File: src/rtl/chargen_pkg.sv
// chargen_pkg: shared constants and FSM state type for the chargen source.
package chargen_pkg;
   localparam logic [7:0] CHAR_FIRST = 8'h20;
   localparam logic [7:0] CHAR_LAST  = 8'h7E;
   localparam int         CHAR_COUNT = 95;
   localparam logic [7:0] ASCII_CR   = 8'h0D;
   localparam logic [7:0] ASCII_LF   = 8'h0A;

   typedef enum logic [1:0] {IDLE, CHAR, CR, LF} state_t;
endpackage

File: src/rtl/chargen_wrap_ctr.sv
// chargen_wrap_ctr: modulo counter 0..MAX with load priority over increment.
module chargen_wrap_ctr #(
   parameter int W   = 7,
   parameter int MAX = 94
) (
   input  logic         clk,
   input  logic         rst,
   input  logic         load,
   input  logic [W-1:0] init,
   input  logic         inc,
   output logic [W-1:0] q,
   output logic [W-1:0] succ
);
   assign succ = (q == W'(MAX)) ? '0 : q + W'(1);

   always_ff @(posedge clk)
      if (rst) q <= '0;
      else if (load) q <= init;
      else if (inc) q <= succ;
endmodule

File: src/rtl/chargen.sv
// chargen: RFC 864 character-generator byte source on a valid/ready interface.
// Define CHARGEN_LED_EN to add the active-low line-activity led port.
module chargen
   import chargen_pkg::*;
#(
   parameter int LINE_LEN = 72
) (
   input  logic       clk,
   input  logic       rst,
   input  logic       en,
   input  logic       ready,
   output logic [7:0] data,
   output logic       valid
`ifdef CHARGEN_LED_EN
   ,
   output logic [2:0] led
`endif
);
   localparam logic [7:0] LAST_COL = 8'(LINE_LEN - 1);

   state_t     state, state_nx;
   logic [7:0] data_nx, col, col_nx;
   logic       valid_nx, chr_inc, chr_load, base_inc;
   logic [6:0] chr, chr_succ, base, base_succ;
   logic       xfer;

   assign xfer = valid && ready;

   // chr is reloaded from the successor of base when a line ends, so both move together
   chargen_wrap_ctr #(.W(7), .MAX(CHAR_COUNT - 1)) u_chr (
      .clk(clk), .rst(rst), .load(chr_load), .init(base_succ), .inc(chr_inc),
      .q(chr), .succ(chr_succ)
   );

   chargen_wrap_ctr #(.W(7), .MAX(CHAR_COUNT - 1)) u_base (
      .clk(clk), .rst(rst), .load(1'b0), .init(7'd0), .inc(base_inc),
      .q(base), .succ(base_succ)
   );

   always_comb begin
      state_nx = state;
      data_nx  = data;
      valid_nx = valid;
      col_nx   = col;
      chr_inc  = 1'b0;
      chr_load = 1'b0;
      base_inc = 1'b0;
      case (state)
         IDLE: if (en) begin
            state_nx = CHAR;
            data_nx  = CHAR_FIRST + {1'b0, base};
            valid_nx = 1'b1;
            col_nx   = '0;
         end
         CHAR: if (xfer) begin
            if (col == LAST_COL) begin
               state_nx = CR;
               data_nx  = ASCII_CR;
            end else begin
               col_nx  = col + 8'd1;
               chr_inc = 1'b1;
               data_nx = CHAR_FIRST + {1'b0, chr_succ};
            end
         end
         CR: if (xfer) begin
            state_nx = LF;
            data_nx  = ASCII_LF;
         end
         LF: if (xfer) begin
            base_inc = 1'b1;
            chr_load = 1'b1;
            state_nx = en ? CHAR : IDLE;
            valid_nx = en;
            col_nx   = '0;
            data_nx  = CHAR_FIRST + {1'b0, base_succ};
         end
      endcase
   end

   always_ff @(posedge clk)
      if (rst) begin
         state <= IDLE;
         data  <= 8'h00;
         valid <= 1'b0;
         col   <= '0;
      end else begin
         state <= state_nx;
         data  <= data_nx;
         valid <= valid_nx;
         col   <= col_nx;
      end

`ifdef CHARGEN_LED_EN
   logic [2:0] line_cnt;

   always_ff @(posedge clk)
      if (rst) line_cnt <= '0;
      else if (state == LF && xfer) line_cnt <= line_cnt + 3'd1;

   assign led = ~line_cnt;
`endif
endmodule
File: config.mk
export PLATFORM = sky130hd
export DESIGN_NAME = chargen
export DESIGN_NICKNAME = d
export VERILOG_FILES = /design/src/rtl/chargen_pkg.sv /design/src/rtl/chargen_wrap_ctr.sv /design/src/rtl/chargen.sv
export SDC_FILE = /design/constraint.sdc
export NUM_CORES = 1
export LEC_CHECK = 0
export ABC_AREA = 0
export BUFFER_PORTS_ARGS = -buffer_cell sky130_fd_sc_hd__buf_2
export CORE_MARGIN = 2
export CORE_UTILIZATION = 35
export DETAILED_ROUTE_END_ITERATION = 8
export MAX_ROUTING_LAYER = met4
export PLACE_DENSITY_LB_ADDON = 0.3
export SETUP_SLACK_MARGIN = 0.1
export SLEW_MARGIN = 20
export SYNTH_ARGS = -nofsm -noshare
export SYNTH_HDL_FRONTEND = slang
export SYNTH_SLANG_ARGS = --single-unit
export TNS_END_PERCENT = 100
File: constraint.sdc
create_clock -name clk -period 2.2 [get_ports clk]
set_clock_uncertainty 0.15 [all_clocks]
set_input_delay 0.22 -clock clk [delete_from_list [all_inputs] [get_ports clk]]
set_output_delay 0.22 -clock clk [all_outputs]
set_load 0.02 [all_outputs]
==> key figures <==
Floorplanning
  • Initial Utilization: 0.358
  • Core area: between 0.005 and 0.006 mm²
  • Die width: around 81 µm
  • Die area: 0.00662 mm²
  • Die height: 81.4 µm
  • I/O pins: 13
  • Cell Rows: 28

Timing
  • Final period util: 0.939
  • Tmin final: 2.07 ns
  • Final Hold Vio Count: 0
  • Final number of max-transition violations: 0
  • Max transition margin: 0.615
  • Unrepaired setup endpoints after global routing: yes
  • Actual slew at the worst max-slew pin: 0.577 ns
  • Worst hold margin: 0.101 ns
  • Fmax: 0.484 GHz
  • # setup viols final: 0

Clock tree
  • H-Tree Depth: 2
  • Clock sink count: 33
  • Reg clk slew, reported paths: ~0.08 ns
  • Max clock buf depth: 2
  • TritonCTS clock tree: done
  • Clock latency on the worst-skew pair: 0.29 ns
  • Clock root cell: clkbuf_8
  • Cts bufs inserted: 5

Worst setup path
  • CP Max Fanout: 6
  • Worst reg-to-reg setup slack: 0.13 ns
  • WP buf/inv: 1
  • Worst path slowest cell: or3_2
  • Worst setup EP type: register
  • Crit path kind: register to register
  • CP max stage delay: 0.47 ns
  • Worst EP arrival: 2.14 ns
  • CP Data Required Time: 2.28 ns
  • CP Cell Sequence: inv_4, ha_4, a2111oi_4, o211ai_2, or3_2, a21oi_1
  • CP top delay family: compound AO/OA/AOI/OAI gates
  • Setup crit start kind: register

Yosys
  • Async S/R FF share, synth: 0
  • Syn Std Cell Area: 0.00210 mm²
  • Synth Area per Inst: 7.79 µm²
  • Synth warnings: 0
  • Post-synthesis cell count: 269
  • Syn_nets: ~290
  • Sequential area share after synthesis: 0.315
  • Synthesized flop and latch total: 33
  • Most common flop cell mapped by yosys: dfxtp_1
  • EDFF count, synth: 0
  • Synth cell types: 48

Power and ir drop
  • P_int: around 1.6 mW
  • Peak supply drop: 0.597 mV
  • Comb power frac: 0.547
  • Switching Share: 0.419
  • Leak pwr: 0.956 nW
  • PD cells: 1030 mW/mm²
  • Clock share of power: 0.165
  • Register share of total power: 0.287
  • Sw Pwr: 1.15 mW

Final layout
  • Commonest non-fill, non-tap cells in the layout: 39 x nor2_1, 30 x dfxtp_1, 30 x buf_4, 22 x a21oi_1
  • Net count, final: 319
  • Final Util: 0.453
  • Share of layout cells above drive strength 1: 0.289
  • Number of diodes: 0
  • Area grow syn2layout: 26.4%
  • Commonest non-fill, non-tap cell in the layout: nor2_1

Global route
  • GRT Total Usage: 0.177
  • Vias in the first global route: about 1.9k
  • GRT Residual Overflow: 0
  • Initial antenna violation count: 0
  • Largest net degree at the start of global routing: 31
  • First-pass GRT wire length: between 8 and 9 mm

Run
  • # Max-Cap Violations: 0

Route
  • DR iter-0 viols: 109
  • Routed WL per cell: roughly 15 µm
  • Final WL: 5.57 mm
  • Vias/cell: ~5.6
  • Post-route antenna net violation count: 0
  • First-pass DRT Iterations: 4
  • # DRC: 0
  • Total number of vias: 2106

Place
  • Dpl hpwl: 3.98 mm
  • RePlAce Congestion: 0.950
  • Buffers on Ports: 12

Worst hold path
  • Hold Path Class: input pin to register

Outcome
  • Status: complete, no violations
[synth_stat cells, types with 3 or more instances]
library cell  count  share of area
a2111oi_0         3          0.013
a211oi_1          3          0.011
a21oi_1          23          0.055
a311oi_1          9          0.038
buf_2             3         0.0072
clkbuf_1         13          0.023
dfxtp_1          33           0.32
ha_1             12          0.072
inv_1             9          0.016
nand2_1          22          0.039
nand3_1          11          0.026
nand3b_1          4          0.014
nand4b_1          3          0.013
nor2_1           39          0.070
nor2b_1           4          0.012
nor3_1            9          0.021
o21ai_0          20          0.048
o31ai_1           4          0.014
xnor2_1           5          0.021
xor2_1            3          0.013
[final cells by class]
type                       instances  area, µm²
fill                             579       3200
multi-input combinational        211       1470
sequential                        33        669
timing repair buffer              43        297
tap                               75       93.8
clock buffer                       6       72.6
inverter                           9       36.3
clock inverter                     2       10.0
[cell families (layout without fill, tap and decap cells)]
family                     Yosys count  in the layout  share of synthesized area
buffers and inverters               25             60                     0.0466
xor gates and xnor gates             8              8                     0.0334
AOI/OAI and AO/OA                   77             77                      0.253
adders and majority gates           12             12                     0.0716
muxes                                2              2                     0.0101
DFF                                 33             33                      0.315
and+or+nand+nor                    112            112                      0.270
[worst reg2reg max path, cell delays in order (launching register included)]
cell,delay (ns)
dfxtp_4,0.38
inv_4,0.07
ha_4,0.26
a2111oi_4,0.37
o211ai_2,0.17
or3_2,0.47
a21oi_1,0.14
[flip-flops by register name, indices dropped and copies added, names as in the netlist]
signal	flops
col	8
u_base.q	7
state	2
u_chr.q	7
valid	1
data	8
[final timing paths]
kind,to,from,depth (start not counted)
setup / recovery,col[5],state[0],6
hold / removal,valid,en,3
setup reg to reg,col[5],state[0],6
hold reg to reg,data[3],data[3],2
[layer usage]
layer	wire length (µm)	track usage
met5	0	-
met4	92	0.0458
met3	251	0.0267
met2	2540	0.272
met1	2690	0.242
[metrics by stage]
stage	setup TNS (ns)	total power [mW]	cell area [µm²]	setup slack (ns)	std cells
after global routing	0	2.91	2650	0.0303	379
after detailed placement	-0.0749	2.05	2430	-0.0749	367
after global placement	-0.0266	2.04	2430	-0.0266	367
final	0	2.74	2650	0.135	379
after floorplan	0	1.67	2140	0.0926	269
after CTS	0	2.58	2550	0.0545	377
[timing repair]
action,in CTS,in global routing
gates resized for setup,8,19
buffers inserted,2,2
pin swaps,3,5
hold buffers,0,0
cloned,0,0
setup endpoints to repair,5,17
[power groups by stage]
| stage | clock network (mW) | logic, mW | registers, mW |
|---|---|---|---|
| 2_1_floorplan | 0 | 0.808 | 0.862 |
| 3_3_place_gp | 0 | 1.26 | 0.777 |
| 3_5_place_dp | 0 | 1.27 | 0.783 |
| 4_1_cts | 0.474 | 1.34 | 0.770 |
| 5_1_grt | 0.495 | 1.62 | 0.798 |
| 6_report | 0.452 | 1.50 | 0.786 |
Power figures use the tool's default switching activity.
